**src/rtl/core_pkg.sv**
```systemverilog
// Shared encodings for the pipeline hazard unit: forwarding selects,
// the load result-select code and the memory wait FSM states.
package core_pkg;

  localparam logic [1:0] FWD_RF   = 2'b00;
  localparam logic [1:0] FWD_W    = 2'b01;
  localparam logic [1:0] FWD_M    = 2'b10;

  localparam logic [1:0] RES_LOAD = 2'b01;

  typedef enum logic {
    ST_RUN  = 1'b0,
    ST_WAIT = 1'b1
  } mc_state_t;

endpackage

```
**src/rtl/sat_counter.sv**
```systemverilog
// Saturating up-counter with synchronous clear (clear wins over increment).
module sat_counter #(
  parameter int unsigned W = 16
) (
  input  logic         clk,
  input  logic         reset,
  input  logic         clr,
  input  logic         inc,
  output logic [W-1:0] q
);

  logic [W-1:0] r_q;

  // Count up, hold at all-ones, clear on request.
  always_ff @(posedge clk or posedge reset) begin
    if (reset) begin
      r_q <= '0;
    end else if (clr) begin
      r_q <= '0;
    end else if (inc && (r_q != '1)) begin
      r_q <= r_q + W'(1);
    end
  end

  assign q = r_q;

endmodule

```
**src/rtl/hazard_unit_mc.sv**
```systemverilog
// Pipeline hazard unit: forwarding, load-use stall, branch flush,
// variable-latency memory wait FSM with watchdog, and perf counters.
module hazard_unit_mc
  import core_pkg::*;
#(
  parameter int unsigned REG_AW  = 5,
  parameter int unsigned CNT_W   = 16,
  parameter int unsigned TIMEOUT = 64,
  parameter int unsigned TO_W    = 8
) (
  input  logic              clk,
  input  logic              reset,
  input  logic [REG_AW-1:0] Rs1D,
  input  logic [REG_AW-1:0] Rs2D,
  input  logic [REG_AW-1:0] Rs1E,
  input  logic [REG_AW-1:0] Rs2E,
  input  logic [REG_AW-1:0] RdE,
  input  logic [REG_AW-1:0] RdM,
  input  logic [REG_AW-1:0] RdW,
  input  logic              PCSrcE,
  input  logic [1:0]        ResultSrcE,
  input  logic              RegWriteM,
  input  logic              RegWriteW,
  input  logic              MemReqM,
  input  logic              MemReadyM,
  input  logic              PerfClr,
  output logic              StallF,
  output logic              StallD,
  output logic              StallE,
  output logic              StallM,
  output logic              FlushD,
  output logic              FlushE,
  output logic              FlushW,
  output logic [1:0]        ForwardAE,
  output logic [1:0]        ForwardBE,
  output logic              TimeoutErr,
  output logic [CNT_W-1:0]  StallCnt,
  output logic [CNT_W-1:0]  FlushCnt,
  output logic              WaitState
);

  mc_state_t       r_state;
  mc_state_t       w_state_nxt;
  logic            w_mem_stall;
  logic            w_lw_stall;
  logic            w_flush_inc;
  logic            w_wait_clr;
  logic            w_wait_inc;
  logic            w_to_hit;
  logic            r_timeout;
  logic [TO_W-1:0] w_wait_cnt;

  assign w_mem_stall = MemReqM & ~MemReadyM;
  assign w_lw_stall  = (ResultSrcE == RES_LOAD) && (RdE != '0) &&
                       ((Rs1D == RdE) || (Rs2D == RdE));

  // Operand forwarding select; the younger M-stage result wins over W.
  always_comb begin
    ForwardAE = FWD_RF;
    ForwardBE = FWD_RF;
    if (RegWriteM && (RdM != '0) && (RdM == Rs1E)) begin
      ForwardAE = FWD_M;
    end else if (RegWriteW && (RdW != '0) && (RdW == Rs1E)) begin
      ForwardAE = FWD_W;
    end
    if (RegWriteM && (RdM != '0) && (RdM == Rs2E)) begin
      ForwardBE = FWD_M;
    end else if (RegWriteW && (RdW != '0) && (RdW == Rs2E)) begin
      ForwardBE = FWD_W;
    end
  end

  // Stall/flush enables: memory wait freezes everything and holds the
  // branch in E, so the redirect is only taken once the access completes.
  always_comb begin
    StallF = 1'b0;
    StallD = 1'b0;
    StallE = 1'b0;
    StallM = 1'b0;
    FlushD = 1'b0;
    FlushE = 1'b0;
    FlushW = 1'b0;
    if (w_mem_stall) begin
      StallF = 1'b1;
      StallD = 1'b1;
      StallE = 1'b1;
      StallM = 1'b1;
      FlushW = 1'b1;
    end else if (w_lw_stall) begin
      StallF = 1'b1;
      StallD = 1'b1;
      FlushE = 1'b1;
      FlushD = PCSrcE;
    end else begin
      FlushD = PCSrcE;
      FlushE = PCSrcE;
    end
  end

  // Flushes attributable to a taken branch (a load-use bubble alone is not counted).
  assign w_flush_inc = PCSrcE & ~w_mem_stall;

  // Wait FSM state register.
  always_ff @(posedge clk or posedge reset) begin
    if (reset) begin
      r_state <= ST_RUN;
    end else begin
      r_state <= w_state_nxt;
    end
  end

  // Wait FSM next state: enter on a stalled access, leave once it is no longer stalled.
  always_comb begin
    w_state_nxt = r_state;
    case (r_state)
      ST_RUN:  if (w_mem_stall)  w_state_nxt = ST_WAIT;
      ST_WAIT: if (!w_mem_stall) w_state_nxt = ST_RUN;
      default: w_state_nxt = ST_RUN;
    endcase
  end

  assign WaitState  = (r_state == ST_WAIT);
  assign w_wait_clr = (r_state == ST_RUN);
  assign w_wait_inc = (r_state == ST_WAIT) & w_mem_stall;

  sat_counter #(.W(TO_W)) u_wait_cnt (
    .clk   (clk),
    .reset (reset),
    .clr   (w_wait_clr),
    .inc   (w_wait_inc),
    .q     (w_wait_cnt)
  );

  generate
    if (TIMEOUT != 0) begin : g_watchdog
      assign w_to_hit = (w_wait_cnt >= TO_W'(TIMEOUT));
    end else begin : g_no_watchdog
      assign w_to_hit = 1'b0;
    end
  endgenerate

  // Sticky watchdog flag; only reset clears it.
  always_ff @(posedge clk or posedge reset) begin
    if (reset) begin
      r_timeout <= 1'b0;
    end else if (w_to_hit) begin
      r_timeout <= 1'b1;
    end
  end

  assign TimeoutErr = r_timeout;

  sat_counter #(.W(CNT_W)) u_stall_cnt (
    .clk   (clk),
    .reset (reset),
    .clr   (PerfClr),
    .inc   (StallF),
    .q     (StallCnt)
  );

  sat_counter #(.W(CNT_W)) u_flush_cnt (
    .clk   (clk),
    .reset (reset),
    .clr   (PerfClr),
    .inc   (w_flush_inc),
    .q     (FlushCnt)
  );

endmodule

```
**config.mk**
```make
export PLATFORM = sky130hd
export DESIGN_NAME = hazard_unit_mc
export DESIGN_NICKNAME = d
export VERILOG_FILES = /design/src/rtl/core_pkg.sv /design/src/rtl/sat_counter.sv /design/src/rtl/hazard_unit_mc.sv
export SDC_FILE = /design/constraint.sdc
export NUM_CORES = 1
export LEC_CHECK = 0
export CAP_MARGIN = 10
export CORE_UTILIZATION = 47
export DETAILED_ROUTE_END_ITERATION = 10
export GPL_ROUTABILITY_DRIVEN = 0
export GPL_TIMING_DRIVEN = 0
export PLACE_DENSITY = 0.86
export RECOVER_POWER = 100
export SETUP_SLACK_MARGIN = 0.15
export SLEW_MARGIN = 0
export SYNTH_ARGS = -nofsm -noshare
export SYNTH_HDL_FRONTEND = slang
export SYNTH_HIERARCHICAL = 1
export SYNTH_SLANG_ARGS = --single-unit
```
**constraint.sdc**
```tcl
create_clock -name clk -period 1.9 [get_ports clk]
set_input_delay 0.285 -clock clk [delete_from_list [all_inputs] [get_ports clk]]
set_output_delay 0.285 -clock clk [all_outputs]
set_load 0.03 [all_outputs]
```
Word level (Yosys, flattened, before mapping)
Index checks and enable logic that the tools add are counted.
{ "totals": {"regBits": 42, "input_bits": 45, "word_cells": 58} }
{ "classes": {"n_addsub": 3, "order_cmp": 1, "n_eq_ne": 11, "n_mux": 16, "bitwise_logic": 5, "reduce_logical": 17} }
{ "op_table": {"columns": ["cell", "n"], "rows": [
  ["$mux 16", 4],
  ["$add 16x1->16 const B", 2],
  ["$ne 16x16->1 const B", 2],
  ["$eq 5x5->1", 6],
  ["$mux 8", 2],
  ["$reduce_bool 5->1", 3],
  ["$logic_and 1x1->1", 11],
  ["$add 8x1->8 const B", 1],
  ["$ge 8x7->1 const B", 1],
  ["$mux 1", 8],
  ["$ne 8x8->1 const B", 1],
  ["$mux 2", 2],
  ["$reduce_bool 2->1", 2],
  ["$and 1x1->1", 3],
  ["$eq 2x1->1 const B", 1],
  ["$ne 2x1->1 const B", 1],
  ["$not 1->1", 2],
  ["$logic_or 1x1->1", 1]
]} }

Depth between registers and ports, before layout
Gate-level depths: netlist (run 1).
{ "logic_depth": {"word_depth": 8, "depth_mapped": 9, "depth_no_buf": 8} }

Cells and area by module
Netlist (run 1), hierarchy kept.
{ "by_module_without_submodules": {"columns": ["mod", "n_inst", "cells_per_inst", "area_per_inst_um2"], "rows": [
  ["sat_counter (u_flush_cnt ...)", 2, 101, 932.1],
  ["hazard_unit_mc", 1, 67, 525.5],
  ["sat_counter (u_wait_cnt)", 1, 49, 504.2]
]} }

Worst setup path after synthesis (run 1)
OpenSTA, ideal clock, no wires.
{ "synth_path": {"path_kind": "input-to-reg", "start": "input port RdE[2]", "end": "register u_stall_cnt.r_q[13], in the netlist u_stall_cnt/q[13]", "setup_ps": 78, "arrival_ps": 2982, "t_required_ps": 1822, "slack_ps": -1159, "stages": 9, "path_buffers": 1, "cell_sequence": "xor2_1 -> nor3_1 -> a22oi_1 -> o21ai_0 -> clkbuf_2 -> nand3_1 -> or4_4 -> or4_1 -> a21oi_1"} }
{ "synth_via": {"elab_chain_len": 7, "word_cells_on_any_way": 10, "classes_between": "2 x eq/ne; 2 x mux; 6 x reduce/logical"} }
{ "synth_lines": {"columns": ["item", "line_no", "text"], "rows": [
  ["from (decl)", "hazard_unit_mc.sv:17", "input logic [REG_AW-1:0] RdE,"],
  ["$eq 5x5->1 / $reduce_bool 5->1 (equally long branches)", "hazard_unit_mc.sv:55, hazard_unit_mc.sv:54", null],
  ["$logic_or 1x1->1 / $logic_and 1x1->1 (equally long branches)", "hazard_unit_mc.sv:55, hazard_unit_mc.sv:54", null],
  ["$logic_and 1x1->1 *", "hazard_unit_mc.sv:54", "assign w_lw_stall = (ResultSrcE == RES_LOAD) && (RdE != '0) &&"],
  ["$mux 1 * (2 in series)", null, null],
  ["via StallD", "hazard_unit_mc.sv:28", "output logic StallD,"],
  ["$logic_and 1x1->1 *", "sat_counter.sv:20", "end else if (inc && (r_q != '1)) begin"],
  ["$reduce_bool 2->1 (no line) *", null, null],
  ["to (signal assigned)", "sat_counter.sv:21", "r_q <= r_q + W'(1);"],
  ["to (decl)", "sat_counter.sv:12", "logic [W-1:0] r_q;"]
]} }
Mark *: on every way through the listed nets, which the timed path passes. The rest lies on a longest branch.
A chain may end at the register's enable or synchronous reset.

Final worst setup path (run 1)
{ "layout_path": {"start": "input port Rs2D[4]", "end": "register u_stall_cnt.r_q[13], in the netlist u_stall_cnt/q[13]"} }
{ "layout_via": {"elab_chain_len": 7} }
{ "layout_lines": {"columns": ["item", "line_no", "text"], "rows": [
  ["from (decl)", "hazard_unit_mc.sv:14", "input logic [REG_AW-1:0] Rs2D,"],
  ["$eq 5x5->1", "hazard_unit_mc.sv:55", "((Rs1D == RdE) || (Rs2D == RdE));"],
  ["$logic_or 1x1->1", "hazard_unit_mc.sv:55", null],
  ["$logic_and 1x1->1", "hazard_unit_mc.sv:54", null],
  ["$mux 1", "hazard_unit_mc.sv:89", "end else if (w_lw_stall) begin"],
  ["$mux 1", "hazard_unit_mc.sv:83", "if (w_mem_stall) begin"],
  ["$logic_and 1x1->1", "sat_counter.sv:20", null],
  ["$reduce_bool 2->1 (no line)", null, null]
]} }
No other way between the ends.

==> results of run 1 <==
## final cells by class
cell class                 count  area (um2)  area share (%)
buffer                        13       127.6           2.736
clock buffer                   6       72.57           1.556
clock inverter                 2       37.54          0.8047
inverter                      11       41.29          0.8852
multi-input combinational    252        2079           44.58
sequential                    42        1070           22.93
tap                           75       93.84           2.012
timing repair buffer         142        1142           24.49
## synthesized netlist by cell type, types with 3 or more instances
library cell / instances / area share (%)
and4_1: 3 / 0.91
clkbuf_1: 3 / 0.39
or4_1: 16 / 4.2
mux2_4: 4 / 2.1
dfrtp_1: 42 / 36
mux2_2: 4 / 1.6
nand2_1: 18 / 2.3
nand4_1: 10 / 2.2
nor2b_1: 11 / 2.4
mux2i_1: 3 / 1.0
xnor2_1: 6 / 1.8
o21ai_0: 11 / 1.9
a21oi_1: 26 / 4.5
nand3_1: 19 / 3.3
o41ai_1: 4 / 1.2
o31ai_1: 10 / 2.6
ha_1: 3 / 1.3
nor4_1: 8 / 1.7
xor2_1: 24 / 7.3
buf_4: 5 / 1.3
nand2b_1: 6 / 1.3
inv_1: 11 / 1.4
nor3_1: 12 / 2.1
or3_1: 13 / 2.8
nor2_1: 14 / 1.8
## registers in the layout, indices dropped and copies added, names as in the netlist
| register | cells |
|---|---|
| WaitState | 1 |
| u_wait_cnt/q | 8 |
| u_stall_cnt/q | 16 |
| TimeoutErr | 1 |
| u_flush_cnt/q | 16 |
## where the power goes
group | internal [mW] | switching, mW | total (mW)
combinational | 0.190 | 0.221 | 0.412
sequential | 0.902 | 0.0158 | 0.918
clock | 0.393 | 0.331 | 0.723
total | 1.49 | 0.568 | 2.05
## repair_timing
action / in CTS / in global routing
pin swaps: 33 / 43
cloned: 0 / 0
gates resized for setup: 184 / 98
setup buffers: 36 / 18
setup endpoints to repair: 42 / 42
## routing by layer
metal | track usage, % | up-vias
met4 | 9.464 | 0
met3 | 5.682 | 32
li1 | - | 1499
met5 | 0 | -
met2 | 50.25 | 168
met1 | 30.10 | 1629
## how the worst max path moves through the flow
stage,from,slack [ns],endpoint
floorplan,RdE[2],-0.49,u_stall_cnt/q[13]
detailed placement,RdE[2],-1.11,u_stall_cnt/q[13]
CTS,Rs2D[4],-0.39,u_stall_cnt/q[13]
global placement,RdE[2],-0.99,u_stall_cnt/q[13]
global route,RdE[2],-0.26,u_stall_cnt/q[15]
finish,Rs2D[4],-0.18,u_stall_cnt/q[13]
## kinds of logic (layout without fill, tap and decap cells)
kind of cell / after synthesis / after routing
simple gates: 144 / 144
mux: 11 / 11
flops: 42 / 42
xor+xnor: 30 / 30
buf+inv: 24 / 174
compound gates: 64 / 64
fa+ha+maj: 3 / 3
## metrics by stage
stage / std cells / setup WS (ns)
final: 543 / -0.1826
after detailed placement: 481 / -1.107
after floorplan: 318 / -0.4947
after CTS: 525 / -0.3929
after global routing: 543 / -0.2602
after global placement: 481 / -0.9876
==> results.ini, run 1 <==
[setup_path]
cp-start-kind=input port
worstSetupPathType=in -> reg
ff2ff_setup_slack_ns=-0.03
r2r_cells=5
path_buf_inv=2
path_depth=10
r2r_start=u_flush_cnt/q[7]
cp.arrival_ns=2.30
crit_fanout=4
endpoint_kind=flip-flop
cpLargestDelayFamily=simple AND/OR/NAND/NOR gates
crit_required_ns=2.12
path_common_cell=or4_4
crit_path_max_incr_delay_ns=0.46
path_cells=buf_6 > xor2_2 > nor3_2 > a22oi_2 > o21ai_4 > buf_8 > nand3_4 > or4_4 > or4_4 > a21oi_2
critPathSlowestCell=or4_4
r2r_end=u_flush_cnt/q[11]

[synthesis]
synth_cell_types=47
synth_top_family_by_area=simple AND/OR/NAND/NOR gates
synth_compound_area_share_pct=14.01
synth-edff-count=0
synth_seq_cells=42
synth_cells=318
syn_area_um2=2894
yosys_warnings=6
ys.flop_type=dfrtp_1
avgSynthCellArea_um2=9.101
synth_fa_ha_area_share_pct=1.297
synth.area.mux_share_pct=4.669
synth_fp_nets=366
async_flop_share_pct=100.0
synthSimpleGateAreaFrac_pct=30.18
synth-xor-area-share_pct=9.079
yosysSeqAreaShare_pct=36.32

[status]
violations=setup timing
outcome=finished, violations left

[floorplanning]
initial_core_util_pct=48.88
die_height_um=80.47
io_pins=90
die_area_um2=6475
chipWidth_um=80.47
core_area_um2=5921
row_count=28

[timing]
setup_slack_ns=-0.1826
tightestPinTransition_ns=0.6424
fin_crit_ns=2.083
maxSlewViolCount=0
rsz0062_at_grt=true
max_freq_ghz=0.4802
hold_viol=0
fin_crit_sh_pct=109.6
setup_viol=15
whs_ns=0.1842
maxSlewHeadroom_pct=57.13
tns_ns=-1.225
fin_skew_ns=0.02123

[route]
drtPass1Iterations=5
postRouteWirelength_um=9700
final_antenna_net_count=0
dr.first_iter.drc_count=274
drt-met1-wl_um=3662
wl_met2_um=5133
routed.top_layer=met4
post_drt_wl_per_cell_um=17.86
route.detailed.drc=0
wl_met3_um=656
route.vias.total=3328
viasPerCell=6.129

[clocking]
hold_buffers=0
clkTransAtPathRegs_ns=0.10
cts.htree.levels=2
cts_root_buffer=clkbuf_8
cts_tree=yes
cts_sinks=42
clock_path_buffers=2
clkLatencyLatePin_ns=0.31
cts_made_buffers=5

[placed_design]
io_buffers=88
placed_area_um2=4050
dp_hpwl_um=5721

[hold_path]
min_to=u_flush_cnt/q[7]
holdPathStages=2
hold_start=PerfClr
min_path_type=in -> reg

[global_route]
grt_pass1_vias=3134
grt_max_degree=17
grt_usage_pct=27.06
grt_overflow_total=0
antenna_found_initial=0
grt_pass1_wl_um=13740

[finish]
layout.nets=515
n_antenna_cell=0
area_growth_pct=61.18
drive_above_1_share_pct=41.67
layout_common_cells=buf_4, dfrtp_1, xor2_1
fin_util_pct=78.78
nFillCells=375
mostFrequentLayoutCell=buf_4
fin_area_um2=4664

[flow_run]
cap_viol_max_count=0

[power]
p_leak_nw=2.009
total_power_mw=2.053
powerDensity_nw_per_um2=440.1
irDropWorstVdd_v=0.0002770

No activity file was read; power rests on OpenSTA's default activity.
==> inputs of run 2 (changes only) <==
--- a/config.mk
+++ b/config.mk
@@ -11,8 +11,8 @@
 export GPL_ROUTABILITY_DRIVEN = 0
 export GPL_TIMING_DRIVEN = 0
 export PLACE_DENSITY = 0.86
-export RECOVER_POWER = 100
-export SETUP_SLACK_MARGIN = 0.15
+export RECOVER_POWER = 50
+export SETUP_SLACK_MARGIN = 0.3
 export SLEW_MARGIN = 0
 export SYNTH_ARGS = -nofsm -noshare
 export SYNTH_HDL_FRONTEND = slang
==> run 2 against run 1 <==
Net effect:
- the flow still finishes with violations (setup timing)
- via count grew 1.4%
- wire length rose by 6.0%
- cell count up 0.74%
- hold slack improved by 0.025 ns
- non-clock buffer count up 4
- die area is the same
- clock-buffer cell count rose by 1
- design area increased by 6.8%
- clock power rose by 2.9%
- first-iteration DRC count shrank 29%
- core utilization is 5.4 points higher
- largest cell class unchanged
- highest routed layer unchanged
==> results.ini, run 2 (synthesized netlist as in run 1, its figures left out) <==
[status]
outcome=finished, violations left  ; unchanged
violations=setup timing  ; unchanged

[route]
post_drt_wl_per_cell_um=18.80  ; was 17.86 um
viasPerCell=6.168  ; was 6.129
drtPass1Iterations=5  ; unchanged
dr.first_iter.drc_count=195  ; was 274
route.detailed.drc=0  ; unchanged
final_antenna_net_count=0  ; unchanged
route.vias.total=3374  ; was 3,328
postRouteWirelength_um=10290  ; was 9700 um

[global_route]
grt_overflow_total=0  ; unchanged
grt_usage_pct=27.83  ; was 27.06%
antenna_found_initial=0  ; unchanged
grt_max_degree=17  ; unchanged
grt_pass1_vias=3175  ; was 3,134
grt_pass1_wl_um=14060  ; was 13,740 um

[clocking]
cts_sinks=42  ; unchanged
cts_made_buffers=5  ; unchanged
clkLatencyLatePin_ns=0.30  ; was 0.31 ns
clock_path_buffers=2  ; unchanged
clkTransAtPathRegs_ns=0.09  ; was 0.10 ns
cts_tree=yes  ; unchanged
cts.htree.levels=2  ; unchanged
cts_root_buffer=clkbuf_8  ; unchanged

[floorplanning]
chipWidth_um=80.47  ; unchanged
die_area_um2=6475  ; unchanged
io_pins=90  ; unchanged
initial_core_util_pct=48.88  ; unchanged
row_count=28  ; unchanged
die_height_um=80.47  ; unchanged
core_area_um2=5921  ; unchanged

[timing]
rsz0062_at_grt=true  ; unchanged
maxSlewHeadroom_pct=54.42  ; was 57.13%
setup_viol=17  ; was 15
maxSlewViolCount=0  ; unchanged
fin_crit_ns=2.171  ; was 2.083 ns
fin_crit_sh_pct=114.3  ; was 109.6%
max_freq_ghz=0.4606  ; was 0.4802 GHz
fin_skew_ns=0.01982  ; was 0.02123 ns
hold_viol=0  ; unchanged
setup_slack_ns=-0.2711  ; was -0.1826 ns
tightestPinTransition_ns=0.6829  ; was 0.6424 ns

[placed_design]
placed_area_um2=4103  ; was 4050 um2
dp_cells=481  ; unchanged
dp_hpwl_um=5722  ; was 5721 um
io_buffers=88  ; unchanged
pre_cts_ws_ns=-1.092  ; was -1.107 ns

[hold_path]
min_to=u_flush_cnt/q[8]  ; was u_flush_cnt/q[7]
min_path_type=in -> reg  ; unchanged
holdPathStages=2  ; unchanged
hold_start=PerfClr  ; unchanged

[finish]
drive_above_1_share_pct=48.73  ; was 41.67%
area_growth_pct=72.20  ; was 61.18%
mostFrequentLayoutCell=buf_4  ; unchanged
fin_area_um2=4984  ; was 4664 um2
layout_common_cells=buf_4, dlygate4sd2_1, buf_6  ; was buf_4, dfrtp_1, xor2_1
n_antenna_cell=0  ; unchanged
instances_no_fill=547  ; was 543
layout.nets=519  ; was 515

[setup_path]
cp-start-kind=input port  ; unchanged
cp.arrival_ns=2.40  ; was 2.30 ns
crit_fanout=4  ; unchanged
worstSetupPathType=in -> reg  ; unchanged
ff2ff_setup_slack_ns=-0.17  ; was -0.03 ns
r2r_end=u_stall_cnt/q[15]  ; was u_flush_cnt/q[11]
r2r_cells=5  ; unchanged
crit_required_ns=2.12  ; about the same
endpoint_kind=flip-flop  ; unchanged
r2r_start=u_stall_cnt/q[2]  ; was u_flush_cnt/q[7]

[power]
powerDensity_nw_per_um2=426.2  ; was 440.1 nW/um2
irDropWorstVdd_v=0.0003258  ; was 0.0002770 V
p_leak_nw=2.224  ; was 2.009 nW
total_power_mw=2.124  ; was 2.053 mW

[flow_run]
cap_viol_max_count=0  ; unchanged

## run 2: area by class of cell
class / instances / area [um2]
Buffer: 13 / 136.4
Clock buffer: 7 / 86.33
Clock inverter: 1 / 30.03
Fill cell: 339 / 937.1
Inverter: 11 / 41.29
Multi-Input combinational cell: 252 / 2267
Sequential cell: 42 / 1076
Tap cell: 75 / 93.84
Timing Repair Buffer: 146 / 1252
## run 2: routing by layer
metal	global-route usage (%)	wire length, um	vias to the layer above
li1	-	-	1490
met1	32.33	3688	1635
met2	50.34	5311	215
met3	5.455	916	34
met4	9.821	370	0
met5	0	0	-
## run 2: how the worst max path moves through the flow
| stage | slack, ns | cells past startpoint | from | endpoint |
|---|---|---|---|---|
| after floorplan | -0.49 | 9 | RdE[2] | u_stall_cnt/q[13] |
| final | -0.27 | 11 | Rs1D[4] | u_stall_cnt/q[15] |
| after detailed placement | -1.09 | 10 | RdE[2] | u_stall_cnt/q[13] |
| after global routing | -0.34 | 11 | Rs1D[4] | u_stall_cnt/q[15] |
| after CTS | -0.35 | 11 | Rs2D[4] | u_stall_cnt/q[15] |
| after global placement | -0.99 | 10 | RdE[2] | u_stall_cnt/q[13] |
## run 2: timing repair
| item | in CTS | in global routing |
|---|---|---|
| hold buffers | 0 | 0 |
| gates resized for setup | 250 | 93 |
| endpoints found under the setup margin | 78 | 40 |
| setup buffers | 45 | 13 |
| pin swaps | 56 | 39 |
## run 2: worst max-delay path, stage by stage
cell,delay (ns)
buf_6,0.10
xor2_2,0.16
nor3_2,0.21
a22oi_2,0.13
o21ai_4,0.14
clkbuf_8,0.16
nand3_4,0.07
or4_4,0.47
buf_6,0.15
or3_1,0.38
a21oi_2,0.14
## run 2: per-stage QoR
| stage | hold WS (ns) | utilization [%] | setup TNS, ns |
|---|---|---|---|
| 4_1_cts | 0.2037 | 79.48 | -1.260 |
| 2_1_floorplan | 0.02612 | - | -2.425 |
| 3_3_place_gp | 0.4671 | 69.29 | -17.71 |
| 6_report | 0.2091 | 84.17 | -1.784 |
| 5_1_grt | 0.2177 | 84.17 | -2.975 |
| 3_5_place_dp | 0.4875 | 69.29 | -19.78 |
## run 2: where the power goes
part           internal (mW)  total, mW  switching (mW)
Combinational          0.221      0.464           0.243
Clock                  0.429      0.744           0.315
Sequential             0.902      0.916          0.0132
Total                   1.55       2.12           0.572
==> inputs of run 3 (changes only) <==
--- a/config.mk
+++ b/config.mk
@@ -5,8 +5,8 @@
 export SDC_FILE = /design/constraint.sdc
 export NUM_CORES = 1
 export LEC_CHECK = 0
-export CAP_MARGIN = 10
-export CORE_UTILIZATION = 47
+export CAP_MARGIN = 5
+export CORE_UTILIZATION = 46
 export DETAILED_ROUTE_END_ITERATION = 10
 export GPL_ROUTABILITY_DRIVEN = 0
 export GPL_TIMING_DRIVEN = 0
@@ -16,5 +16,4 @@
 export SLEW_MARGIN = 0
 export SYNTH_ARGS = -nofsm -noshare
 export SYNTH_HDL_FRONTEND = slang
-export SYNTH_HIERARCHICAL = 1
 export SYNTH_SLANG_ARGS = --single-unit
==> run 3 against run 2 <==
Net effect:
- the run still ends with setup timing left
- critical path depth shrank 4
- largest power group unchanged
- sequential share of layout area grew 1.2 points
- die area shrank 7.8%
- clock skew shrank 0.0027 ns
- combinational power grew 14%
- synthesized cell count shrank 11%
==> results.ini, run 3 <==
[timing]
fin_skew_ns=0.01711  ; was 0.01982 ns
maxSlewHeadroom_pct=41.01  ; was 54.42%
setup_slack_ns=-0.2143  ; was -0.2711 ns
rsz0062_at_grt=true  ; unchanged
maxSlewViolCount=0  ; unchanged
setup_viol=16  ; was 17
hold_viol=0  ; unchanged
whs_ns=0.4697  ; was 0.2091 ns
fin_crit_sh_pct=111.3  ; was 114.3%
tns_ns=-2.582  ; was -1.784 ns
tightestPinTransition_ns=0.8836  ; was 0.6829 ns
max_freq_ghz=0.4730  ; was 0.4606 GHz
fin_crit_ns=2.114  ; was 2.171 ns

[finish]
layout.nets=488  ; was 519
drive_above_1_share_pct=52.61  ; was 48.73%
n_antenna_cell=0  ; unchanged
nFillCells=267  ; was 339
fin_area_um2=4730  ; was 4984 um2
area_growth_pct=81.47  ; was 72.20%
fin_util_pct=86.42  ; was 84.17%
layout_common_cells=buf_4, dlygate4sd2_1, buf_6  ; unchanged
multi_input_area_um2=2078  ; was 2267 um2
seqCellArea_um2=1080  ; was 1076 um2
mostFrequentLayoutCell=buf_4  ; unchanged

[route]
dr.first_iter.drc_count=218  ; was 195
postRouteWirelength_um=10970  ; was 10,290 um
final_antenna_net_count=0  ; unchanged
post_drt_wl_per_cell_um=21.38  ; was 18.80 um
route.detailed.drc=0  ; unchanged
route.vias.total=3121  ; was 3,374
drtPass1Iterations=5  ; unchanged
viasPerCell=6.084  ; was 6.168

[clocking]
clkLatencyLatePin_ns=0.32  ; was 0.30 ns
cts_made_buffers=5  ; unchanged
cts_sinks=42  ; unchanged
cts_root_buffer=clkbuf_8  ; unchanged
clock_path_buffers=2  ; unchanged
cts.htree.levels=2  ; unchanged
cts_tree=yes  ; unchanged
clkTransAtPathRegs_ns=0.10  ; was 0.09 ns

[setup_path]
r2r_cells=7  ; was 5
path_common_cell=or4_4  ; was buf_6
worstSetupPathType=reg -> reg  ; was in -> reg
crit_fanout=6  ; was 4
path_cells=ha_4 > nand3_4 > nor4_4 > and3_4 > or4_4 > or4_4 > a21oi_2  ; was buf_6 > xor2_2 > nor3_2 > a22oi_2 > o21ai_4 > clkbuf_8 > nand3_4 > or4_4 > buf_6 > or3_1 > a21oi_2
cp.arrival_ns=2.34  ; was 2.40 ns
endpoint_kind=flip-flop  ; unchanged
ff2ff_setup_slack_ns=-0.21  ; was -0.17 ns
critPathSlowestCell=or4_4  ; unchanged
crit_path_max_incr_delay_ns=0.47  ; about the same
cp-start-kind=flip-flop  ; was input port
crit_required_ns=2.13  ; was 2.12 ns

[status]
violations=setup timing  ; unchanged
outcome=finished, violations left  ; unchanged

[synthesis]
synth_area_leaders=dfrtp_1, xnor2_1, xor2_1, nor2_1, or4_1  ; was dfrtp_1, xor2_1, a21oi_1, or4_1, nand3_1
synth_cell_types=38  ; was 47
yosysSeqAreaShare_pct=40.33  ; was 36.32%
avgSynthCellArea_um2=9.242  ; was 9.101 um2
synth_seq_cells=42  ; unchanged
yosys_warnings=0  ; was 6
synth_top_area_share_pct=40.33  ; was 36.32%
synth.largest_area_cell=dfrtp_1  ; unchanged
yosys-top-cells-count=dfrtp_1, nor2_1, xnor2_1  ; was dfrtp_1, a21oi_1, xor2_1
synth_fp_nets=330  ; was 366
synth_cells=282  ; was 318
synth-edff-count=0  ; unchanged
post-synth-top-count-cell=dfrtp_1  ; unchanged
syn_area_um2=2606  ; was 2894 um2
async_flop_share_pct=100.0  ; unchanged
ys.flop_type=dfrtp_1  ; unchanged

[placed_design]
pre_cts_ws_ns=-1.082  ; was -1.092 ns
io_buffers=88  ; unchanged
dp_hpwl_um=5122  ; was 5722 um
placed_area_um2=3797  ; was 4103 um2

[floorplanning]
io_pins=90  ; unchanged
die_area_um2=5971  ; was 6475 um2
initial_core_util_pct=47.62  ; was 48.88%
chipWidth_um=77.27  ; was 80.47 um
die_height_um=77.27  ; was 80.47 um
core_area_um2=5473  ; was 5921 um2
row_count=27  ; was 28

[power]
powerDensity_nw_per_um2=442.6  ; was 426.2 nW/um2
p_leak_nw=2.158  ; was 2.224 nW
irDropWorstVdd_v=0.0003037  ; was 0.0003258 V

[global_route]
grt_overflow_total=0  ; unchanged
grt_usage_pct=30.44  ; was 27.83%
grt_pass1_vias=2895  ; was 3,175
grt_max_degree=43  ; was 17
grt_pass1_wl_um=14320  ; was 14,060 um
antenna_found_initial=0  ; unchanged

[hold_path]
holdPathStages=3  ; was 2
min_path_type=in -> reg  ; unchanged

[flow_run]
cap_viol_max_count=0  ; unchanged

==> run 3: cell count changes after synthesis, sizes merged, moves of 6 or more <==
cell   delta
nor3      -7
xnor2    +19
a21oi    -13
nor2     +11
mux2      -6
nor2b     -6
or4       -8
and3      +9
or3       -7
==> run 3: cell type report <==
cell class	count	area share (%)
clock inverter	3	0.5026
multi-input combinational	222	43.94
tap	72	1.905
clock buffer	5	1.455
timing repair buffer	150	27.06
buffer	9	1.349
sequential	42	22.83
inverter	10	0.9524
==> run 3: path summary, 6_finish.rpt <==
| kind | from | to |
|---|---|---|
| min in group asynchronous | reset | WaitState |
| max reg2reg | u_stall_cnt.q[1] | u_stall_cnt.q[13] |
| min reg2reg | TimeoutErr | TimeoutErr |
| max in group asynchronous | reset | u_stall_cnt.q[11] |
| max | u_stall_cnt.q[1] | u_stall_cnt.q[13] |
| min | PerfClr | u_stall_cnt.q[4] |
==> run 3: what timing repair did <==
| action | 4_1_cts | 5_1_grt |
|---|---|---|
| endpoints found under the setup margin | 76 | 45 |
| hold buffers | 0 | 0 |
| pin swaps | 50 | 40 |
| buffers inserted | 36 | 25 |
| gates cloned | 2 | 0 |
| gates resized for setup | 258 | 114 |
==> run 3: critical path: cells and delay by family (launching register included) <==
kind	cells	cell delay, ns
flip-flops	1	0.45
adder cells (fa/ha/maj)	1	0.18
AO/OA/AOI/OAI	1	0.13
AND/OR/NAND/NOR	5	1.26
==> run 3: cell families (layout without fill, tap and decap cells) <==
logic type      after synthesis  after routing  synth area share, %
xor+xnor                     49             49                16.47
buf+inv                      19            177                3.457
compound gates               37             38                8.545
mux                           5              5                2.016
flops                        42             42                40.33
simple gates                127            127                27.75
fa+ha+maj                     3              3                1.440
==> run 3: through the flow <==
step	power, mW	std cells
finish	2.093	513
global route	2.138	513
CTS	1.995	488
detailed placement	1.321	442
global placement	1.306	442
floorplan	1.134	282
==> run 3: where the power goes <==
group	switching (mW)	internal, mW	total, mW
sequential	0.0122	0.903	0.916
clock	0.383	0.264	0.646
combinational	0.280	0.251	0.531
total	0.675	1.42	2.09
==> run 3: routing by layer <==
metal | wire length (um) | vias up | share of wire [%] | GRT usage [%]
met5 | 0 | - | 0 | 0
met4 | 581 | 0 | 5.3 | 11.32
met3 | 819 | 56 | 7.5 | 5.595
met2 | 5776 | 232 | 53 | 53.63
met1 | 3789 | 1512 | 35 | 36.62
li1 | - | 1321 | - | -
